==> src/rtl/pc_rx_pkg.sv <==
// Shared types and helpers for the PC-side UART word receive path.
package pc_rx_pkg;

  typedef enum logic [2:0] {
    IDLE,
    START,
    DATA,
    STOP,
    WAIT_IDLE
  } rx_state_t;

  localparam int COUNT_WIDTH = 16;

  function automatic logic [COUNT_WIDTH-1:0] sat_inc(input logic [COUNT_WIDTH-1:0] value);
    return (value == '1) ? value : value + 1'b1;
  endfunction

endpackage

==> src/rtl/pc_rx_word_fifo_if.sv <==
// Consumer-facing bundle of the word FIFO: pop/flush commands, head word, status and counters.
interface pc_rx_word_fifo_if #(
  parameter int BYTES_PER_WORD = 4,
  parameter int FIFO_DEPTH     = 16
);
  localparam int WORD_WIDTH  = 8 * BYTES_PER_WORD;
  localparam int LEVEL_WIDTH = $clog2(FIFO_DEPTH) + 1;

  logic                                i_flush;
  logic                                i_read_next_word_cmd;
  logic [WORD_WIDTH-1:0]               o_fifo_output_word;
  logic                                o_fifo_is_empty_sig;
  logic                                o_fifo_full_sig;
  logic [LEVEL_WIDTH-1:0]              o_fifo_level;
  logic                                o_word_recv_sig;
  logic                                o_timeout_sig;
  logic [pc_rx_pkg::COUNT_WIDTH-1:0]   o_overflow_count;
  logic [pc_rx_pkg::COUNT_WIDTH-1:0]   o_framing_error_count;

  modport slave (
    input  i_flush, i_read_next_word_cmd,
    output o_fifo_output_word, o_fifo_is_empty_sig, o_fifo_full_sig, o_fifo_level,
           o_word_recv_sig, o_timeout_sig, o_overflow_count, o_framing_error_count
  );

  modport master (
    output i_flush, i_read_next_word_cmd,
    input  o_fifo_output_word, o_fifo_is_empty_sig, o_fifo_full_sig, o_fifo_level,
           o_word_recv_sig, o_timeout_sig, o_overflow_count, o_framing_error_count
  );
endinterface

==> src/rtl/pc_uart_rx_core.sv <==
// Synchronises the UART line and deserialises 8N1 frames into bytes.
// One byte_valid pulse per good frame, one framing_error pulse per low stop bit.
module pc_uart_rx_core
  import pc_rx_pkg::*;
#(
  parameter int CLKS_PER_BIT = 435
) (
  input  logic       clk,
  input  logic       rst_n,
  input  logic       rx_serial,
  output logic [7:0] rx_byte,
  output logic       byte_valid,
  output logic       framing_error
);
  localparam int               CNT_W     = $clog2(CLKS_PER_BIT + 1);
  localparam logic [CNT_W-1:0] BIT_LAST  = CNT_W'(CLKS_PER_BIT - 1);
  localparam logic [CNT_W-1:0] HALF_LAST = CNT_W'(CLKS_PER_BIT / 2 - 1);

  logic             rx_meta, rx_sync;
  rx_state_t        state, state_next;
  logic [CNT_W-1:0] clk_count;
  logic [2:0]       bit_idx;
  logic [7:0]       shift_reg;
  logic             bit_end, half_end, data_sample, stop_ok, stop_bad, count_clear;

  // NOTE: sequential state uses non-blocking (<=) so every flop sees pre-edge values.
  // Idle-high reset value keeps a reset from looking like a start bit.
  always_ff @(posedge clk or negedge rst_n) begin
    if (!rst_n) begin
      rx_meta <= 1'b1;
      rx_sync <= 1'b1;
    end else begin
      rx_meta <= rx_serial;
      rx_sync <= rx_meta;
    end
  end

  always_ff @(posedge clk or negedge rst_n) begin
    if (!rst_n) state <= IDLE;
    else        state <= state_next;
  end

  // NOTE: state_next gets a default before the case so no path infers a latch.
  always_comb begin
    state_next = state;
    case (state)
      IDLE:      if (!rx_sync) state_next = START;
      START:     if (half_end) state_next = rx_sync ? IDLE : DATA;
      DATA:      if (bit_end && bit_idx == 3'd7) state_next = STOP;
      STOP:      if (bit_end) state_next = rx_sync ? IDLE : WAIT_IDLE;
      WAIT_IDLE: if (rx_sync) state_next = IDLE;
      default:   state_next = IDLE;
    endcase
  end

  always_comb begin
    bit_end     = (clk_count == BIT_LAST);
    half_end    = (clk_count == HALF_LAST);
    data_sample = (state == DATA) && bit_end;
    stop_ok     = (state == STOP) && bit_end && rx_sync;
    stop_bad    = (state == STOP) && bit_end && !rx_sync;
    count_clear = (state == IDLE) || (state == WAIT_IDLE) || ((state == START) && half_end)
                  || data_sample || ((state == STOP) && bit_end);
  end

  always_ff @(posedge clk or negedge rst_n) begin
    if (!rst_n) begin
      clk_count     <= '0;
      bit_idx       <= '0;
      shift_reg     <= '0;
      byte_valid    <= 1'b0;
      framing_error <= 1'b0;
    end else begin
      byte_valid    <= stop_ok;
      framing_error <= stop_bad;
      clk_count     <= count_clear ? '0 : clk_count + 1'b1;
      if (state == IDLE) begin
        bit_idx <= '0;
      end else if (data_sample) begin
        bit_idx   <= bit_idx + 1'b1;
        shift_reg <= {rx_sync, shift_reg[7:1]};
      end
    end
  end

  assign rx_byte = shift_reg;

endmodule

==> src/rtl/pc_rx_word_fifo.sv <==
// UART receive path: bytes are packed into words, which queue in a first-word-fall-through FIFO.
// Partial words are dropped on inter-byte timeout, framing error or flush.
module pc_rx_word_fifo
  import pc_rx_pkg::*;
#(
  parameter int CLKS_PER_BIT   = 435,
  parameter int BYTES_PER_WORD = 4,
  parameter int FIFO_DEPTH     = 16,
  parameter int TIMEOUT_BITS   = 20,
  parameter bit BIG_ENDIAN     = 1'b1
) (
  input logic              i_clock,
  input logic              i_reset_n,
  input logic              i_rx_serial,
  pc_rx_word_fifo_if.slave bus
);
  localparam int WORD_W    = 8 * BYTES_PER_WORD;
  localparam int PTR_W     = $clog2(FIFO_DEPTH);
  localparam int LVL_W     = PTR_W + 1;
  localparam int IDX_W     = (BYTES_PER_WORD > 1) ? $clog2(BYTES_PER_WORD) : 1;
  localparam int TMO_LIMIT = TIMEOUT_BITS * CLKS_PER_BIT;
  localparam int TMO_W     = $clog2(TMO_LIMIT + 1);
  localparam logic [IDX_W-1:0] LAST_IDX = IDX_W'(BYTES_PER_WORD - 1);
  localparam logic [TMO_W-1:0] TMO_LAST = TMO_W'(TMO_LIMIT - 1);
  localparam logic [LVL_W-1:0] FULL_LVL = LVL_W'(FIFO_DEPTH);

  logic [7:0]             rx_byte;
  logic                   byte_valid, framing_error;
  logic [IDX_W-1:0]       byte_idx;
  logic [TMO_W-1:0]       tmo_count;
  logic [WORD_W-1:0]      word_acc, word_next;
  logic                   word_recv, timeout_pulse;
  logic [WORD_W-1:0]      mem [FIFO_DEPTH];
  logic [PTR_W-1:0]       wr_ptr, rd_ptr;
  logic [LVL_W-1:0]       level;
  logic [COUNT_WIDTH-1:0] overflow_count, framing_count;
  logic                   flush, empty, full, do_push, do_pop, overflow_evt;

  pc_uart_rx_core #(.CLKS_PER_BIT(CLKS_PER_BIT)) u_rx_core (
    .clk           (i_clock),
    .rst_n         (i_reset_n),
    .rx_serial     (i_rx_serial),
    .rx_byte       (rx_byte),
    .byte_valid    (byte_valid),
    .framing_error (framing_error)
  );

  always_comb begin
    word_next = word_acc;
    for (int k = 0; k < BYTES_PER_WORD; k++) begin
      if (int'(byte_idx) == k)
        word_next[(BIG_ENDIAN ? 8 * (BYTES_PER_WORD - 1 - k) : 8 * k) +: 8] = rx_byte;
    end
  end

  // Timeout only runs while a word is partially assembled.
  always_ff @(posedge i_clock or negedge i_reset_n) begin
    if (!i_reset_n) begin
      byte_idx      <= '0;
      tmo_count     <= '0;
      word_acc      <= '0;
      word_recv     <= 1'b0;
      timeout_pulse <= 1'b0;
    end else begin
      word_recv     <= 1'b0;
      timeout_pulse <= 1'b0;
      if (flush) begin
        byte_idx  <= '0;
        tmo_count <= '0;
      end else if (byte_valid) begin
        word_acc  <= word_next;
        tmo_count <= '0;
        if (byte_idx == LAST_IDX) begin
          byte_idx  <= '0;
          word_recv <= 1'b1;
        end else begin
          byte_idx <= byte_idx + 1'b1;
        end
      end else if (framing_error) begin
        byte_idx  <= '0;
        tmo_count <= '0;
      end else if (byte_idx != '0) begin
        if (tmo_count == TMO_LAST) begin
          byte_idx      <= '0;
          tmo_count     <= '0;
          timeout_pulse <= 1'b1;
        end else begin
          tmo_count <= tmo_count + 1'b1;
        end
      end
    end
  end

  assign flush        = bus.i_flush;
  assign empty        = (level == '0);
  assign full         = (level == FULL_LVL);
  assign do_pop       = bus.i_read_next_word_cmd && !empty && !flush;
  assign do_push      = word_recv && !flush && (!full || do_pop);
  assign overflow_evt = word_recv && !flush && full && !do_pop;

  // NOTE: storage has no reset; level tracks validity and the head is masked while empty.
  always_ff @(posedge i_clock) begin
    if (do_push) mem[wr_ptr] <= word_acc;
  end

  always_ff @(posedge i_clock or negedge i_reset_n) begin
    if (!i_reset_n) begin
      wr_ptr         <= '0;
      rd_ptr         <= '0;
      level          <= '0;
      overflow_count <= '0;
      framing_count  <= '0;
    end else begin
      if (overflow_evt)  overflow_count <= sat_inc(overflow_count);
      if (framing_error) framing_count  <= sat_inc(framing_count);
      if (flush) begin
        wr_ptr <= '0;
        rd_ptr <= '0;
        level  <= '0;
      end else begin
        if (do_push) wr_ptr <= wr_ptr + 1'b1;
        if (do_pop)  rd_ptr <= rd_ptr + 1'b1;
        case ({do_push, do_pop})
          2'b10:   level <= level + 1'b1;
          2'b01:   level <= level - 1'b1;
          default: level <= level;
        endcase
      end
    end
  end

  assign bus.o_fifo_output_word    = empty ? '0 : mem[rd_ptr];
  assign bus.o_fifo_is_empty_sig   = empty;
  assign bus.o_fifo_full_sig       = full;
  assign bus.o_fifo_level          = level;
  assign bus.o_word_recv_sig       = word_recv;
  assign bus.o_timeout_sig         = timeout_pulse;
  assign bus.o_overflow_count      = overflow_count;
  assign bus.o_framing_error_count = framing_count;

endmodule

==> src/flat_wrapper.sv <==
// flat-port wrapper written by rule: the top's interface ports become plain ports
module pc_rx_word_fifo_flat import pc_rx_pkg::*;
#(
  parameter int CLKS_PER_BIT   = 435,
  parameter int BYTES_PER_WORD = 4,
  parameter int FIFO_DEPTH     = 16,
  parameter int TIMEOUT_BITS   = 20,
  parameter bit BIG_ENDIAN     = 1'b1
)
  (i_clock, i_reset_n, i_rx_serial, bus_i_flush, bus_i_read_next_word_cmd, bus_o_fifo_output_word, bus_o_fifo_is_empty_sig, bus_o_fifo_full_sig, bus_o_fifo_level, bus_o_word_recv_sig, bus_o_timeout_sig, bus_o_overflow_count, bus_o_framing_error_count);
  pc_rx_word_fifo_if #(.BYTES_PER_WORD(BYTES_PER_WORD), .FIFO_DEPTH(FIFO_DEPTH)) bus_i ();
  input logic i_clock;
  input logic i_reset_n;
  input logic i_rx_serial;
  input wire logic [$bits(bus_i.i_flush)-1:0] bus_i_flush;
  input wire logic [$bits(bus_i.i_read_next_word_cmd)-1:0] bus_i_read_next_word_cmd;
  output wire logic [$bits(bus_i.o_fifo_output_word)-1:0] bus_o_fifo_output_word;
  output wire logic [$bits(bus_i.o_fifo_is_empty_sig)-1:0] bus_o_fifo_is_empty_sig;
  output wire logic [$bits(bus_i.o_fifo_full_sig)-1:0] bus_o_fifo_full_sig;
  output wire logic [$bits(bus_i.o_fifo_level)-1:0] bus_o_fifo_level;
  output wire logic [$bits(bus_i.o_word_recv_sig)-1:0] bus_o_word_recv_sig;
  output wire logic [$bits(bus_i.o_timeout_sig)-1:0] bus_o_timeout_sig;
  output wire logic [$bits(bus_i.o_overflow_count)-1:0] bus_o_overflow_count;
  output wire logic [$bits(bus_i.o_framing_error_count)-1:0] bus_o_framing_error_count;
  assign bus_i.i_flush = bus_i_flush;
  assign bus_i.i_read_next_word_cmd = bus_i_read_next_word_cmd;
  assign bus_o_fifo_output_word = bus_i.o_fifo_output_word;
  assign bus_o_fifo_is_empty_sig = bus_i.o_fifo_is_empty_sig;
  assign bus_o_fifo_full_sig = bus_i.o_fifo_full_sig;
  assign bus_o_fifo_level = bus_i.o_fifo_level;
  assign bus_o_word_recv_sig = bus_i.o_word_recv_sig;
  assign bus_o_timeout_sig = bus_i.o_timeout_sig;
  assign bus_o_overflow_count = bus_i.o_overflow_count;
  assign bus_o_framing_error_count = bus_i.o_framing_error_count;
  pc_rx_word_fifo #(.CLKS_PER_BIT(CLKS_PER_BIT), .BYTES_PER_WORD(BYTES_PER_WORD), .FIFO_DEPTH(FIFO_DEPTH), .TIMEOUT_BITS(TIMEOUT_BITS), .BIG_ENDIAN(BIG_ENDIAN)) u_core (.i_clock(i_clock), .i_reset_n(i_reset_n), .i_rx_serial(i_rx_serial), .bus(bus_i));
endmodule
==> config.mk <==
export PLATFORM = sky130hd
export DESIGN_NAME = pc_rx_word_fifo_flat
export DESIGN_NICKNAME = d
export VERILOG_FILES = /design/src/rtl/pc_rx_pkg.sv /design/src/rtl/pc_rx_word_fifo_if.sv /design/src/rtl/pc_uart_rx_core.sv /design/src/rtl/pc_rx_word_fifo.sv /design/src/flat_wrapper.sv
export SDC_FILE = /design/constraint.sdc
export NUM_CORES = 1
export LEC_CHECK = 0
export ABC_AREA = 1
export CAP_MARGIN = 10
export CORE_ASPECT_RATIO = 1.5
export CORE_UTILIZATION = 40
export DETAILED_ROUTE_END_ITERATION = 10
export PLACE_DENSITY = 0.57
export SLEW_MARGIN = 20
export SYNTH_ARGS = -nofsm -noshare
export SYNTH_HDL_FRONTEND = slang
export SYNTH_SLANG_ARGS = --single-unit
export TNS_END_PERCENT = 5
==> constraint.sdc <==
create_clock -name i_clock -period 2.7 [get_ports i_clock]
set_input_delay 0.405 -clock i_clock [delete_from_list [all_inputs] [get_ports i_clock]]
set_output_delay 0.405 -clock i_clock [all_outputs]
set_load 0.1 [all_outputs]
==> metrics.csv <==
metric,value,unit
FP Rows,114,
core area,64500,µm²
Syn Nets,2107,
ant diodes,0,
Max clock buf depth,3,
slew at the pin closest to its max-slew limit,715,ps
Synth Warn #,0,
post-route setup slack,-297,ps
nature of the critical path endpoint,output port,
Routed Antenna Nets,0,
Synth Instances,2083,
wire per inst,21.9,µm
Synth Register Bits,634,
# DRC,0,
critical path required time,2300,ps
mapped cell area,26100,µm²
CTS tree,built,
largest net degree at the start of global routing,55,
Min-Delay Startpoint,i_rx_serial,
# port buffers,77,
Final Hold Viols,0,
clock sinks,634,
I/O Pins,78,
HP Class,input port to flip-flop,
Mapped Avg Cell Area,12.6,µm²
final setup TNS,-8060,ps
largest cells by area after synthesis,"edfxtp_1 59%, dfrtp_1 11%, nand2_1 6.0%, a21oi_1 2.7%, o21ai_0 2.4%",
library cells used by synthesis,53,
"CTS clk-pin slew, worst paths",70,ps
die width,211,µm
starting density of the core,0.405,
leakage power,0.0122,µW
top-count cell post-synth,edfxtp_1,
"top cells by count, synth","512 x edfxtp_1, 421 x nand2_1, 160 x nor2_1, 142 x a21oi_1, 124 x o21ai_0",
area of the die,66400,µm²
final WL,68.9,mm
Nets,2250,
CP Max Fanout,7,
relative slew slack,0.523,
initial antenna violation count,1,
leading area contributor after synthesis,edfxtp_1,
CTS H-tree lvls,2,
DR pass1 iterations,8,
status,"complete, but fails checks",
top cell type's share of synthesized area,0.588,
number of DRC markers in iteration 0,1138,
GP Congestion,0.809,
VDD IR max,0.000650,V
Period minus WS final,3000,ps
Max Clock Skew,26.8,ps
vias in the first global route,17000,
max-slew violations,0,
layout cells sized above 1,0.203,
failing checks,setup timing,
pwr dens,802,nW/µm²
Fmax,334,MHz
Final Setup Violations,32,
total grt overflow,0,
number of max-cap violations,0,
Async SR Flop Fraction,0.192,
Die Y,315,µm
GRT Util Overall,0.208,
HPWL after DPL,41.0,mm
CP Launch Point,u_core.rd_ptr[0],
number of flops mapped to enable cells by yosys,512,
final period utilization,1.11,
register area share after synthesis,0.705,
critical path class,flip-flop to output port,
Critical Path AT,2590,ps
root buffer cell,clkbuf_16,
Post-synth top flop,edfxtp_1,
DR vias/cell,5.36,
worst r2r src,u_core.bus.o_fifo_level[4],
critical path launch point type,flip-flop,
unrepaired setup endpoints after global routing,true,
TritonCTS Buffers,60,
final total power,25900,µW
DR vias,16900,
Layout Area Growth over Synthesis,23.4,%
Worst-Skew Late Latency,630,ps
first-pass GRT wire length,103,mm
## cell type report
cell class	instances	area [µm²]
repair buffers	183	2760
repair inverters	2	25.0
clock inverters	38	420
multi-input cells	1251	7530
fillers	5563	32200
clock buffers	74	1600
inverters	94	390
well taps	870	1090
flip-flops and latches	634	18400
## logic make-up after synthesis
family                   share of synthesized area
flip-flops                                   0.705
adder cells (fa/ha/maj)                    0.00909
multiplexers                                0.0123
XOR/XNOR                                    0.0117
AND/OR/NAND/NOR                              0.115
buffers and inverters                       0.0350
AO/OA/AOI/OAI                                0.112
## layer usage
layer | global-route usage | vias to the layer above | share of wire
met5 | 0 | - | 0
met3 | 0.0249 | 115 | 0.043
met4 | 0.0652 | 0 | 0.029
li1 | - | 7769 | -
met2 | 0.385 | 424 | 0.54
met1 | 0.249 | 8551 | 0.39
## through the flow
stage                      util  worst slack (ps)  hold slack [ps]  cells  area [µm²]
final                     0.500              -297              216   3146       32300
after global routing      0.500              -384              189   3146       32300
after CTS                 0.493              -413              174   3131       31800
after detailed placement  0.453             -8.83              347   3002       29200
after global placement    0.453             -16.5              346   3002       29200
after floorplan               -              -320              109   2083       26400
## cell usage in the layout, fill, tap and decap left out, types with 10 or more instances in the layout
master | Yosys | routed
o221ai_1 | 32 | 27
a221oi_2 | 7 | 31
clkbuf_16 | 0 | 65
a21boi_0 | 32 | 26
inv_1 | 83 | 81
a211oi_4 | 0 | 31
ha_1 | 19 | 19
nand3_1 | 36 | 36
nand2_1 | 421 | 414
buf_16 | 0 | 13
nor2_1 | 160 | 123
mux2i_1 | 32 | 32
nor2_4 | 6 | 22
nand2_2 | 6 | 12
nor3_1 | 50 | 44
clkinv_2 | 1 | 12
edfxtp_1 | 512 | 512
nor2_2 | 4 | 25
o21ai_0 | 124 | 119
buf_12 | 0 | 76
nand4_1 | 10 | 10
o21ai_1 | 13 | 16
a21oi_1 | 142 | 133
xor2_1 | 26 | 26
dfrtp_1 | 120 | 112
buf_4 | 11 | 74
o22ai_1 | 33 | 30
## flip-flops by register name (all words and copies together) (netlist names), 2 cells and up
| name | flops |
|---|---|
| u_core.word_acc | 32 |
| u_core.tmo_count | 14 |
| u_core.u_rx_core.clk_count | 9 |
| u_core.bus.o_overflow_count | 16 |
| u_core.u_rx_core.state | 3 |
| u_core.byte_idx | 2 |
| u_core.bus.o_framing_error_count | 16 |
| u_core.u_rx_core.bit_idx | 3 |
| u_core.mem | 512 |
| u_core.wr_ptr | 4 |
| u_core.u_rx_core.rx_byte | 8 |
| u_core.rd_ptr | 4 |
| u_core.bus.o_fifo_level | 5 |
## what timing repair did
item	4_1_cts	5_1_grt
endpoints found under the setup margin	32	32
hold endpoints to repair	43	0
pin swaps	39	40
cloned	7	7
hold buffers	1	0
gates resized for setup	64	69
setup buffers	9	10
## power breakdown
group	switching (µW)	leakage, µW	total (µW)	internal, µW
sequential	89.2	0.00759	10600	10500
combinational	4230	0.00366	6650	2410
clock	3730	0.000970	8640	4910
## worst max-delay path: stages (launching register included)
cell	delay [ps]
dfrtp_4	520
buf_6	150
buf_12	150
buf_12	140
buf_6	110
mux2i_1	100
o221ai_1	180
nor2_1	110
a211oi_4	280
buf_12	220
## path summary, 6_finish.rpt
path | end | slack [ps] | depth (start not counted)
min in group asynchronous | u_core.bus.o_overflow_count[4] | 360 | 2
hold reg to reg | u_core.u_rx_core.rx_sync | 360 | 0
max in group asynchronous | u_core.u_rx_core.rx_sync | 1560 | 3
setup reg to reg | u_core.mem[0][11] | 450 | 9
setup / recovery | bus_o_fifo_output_word[27] | -300 | 9
hold / removal | u_core.u_rx_core.rx_meta | 220 | 1
Power figures use the tool's default switching activity.
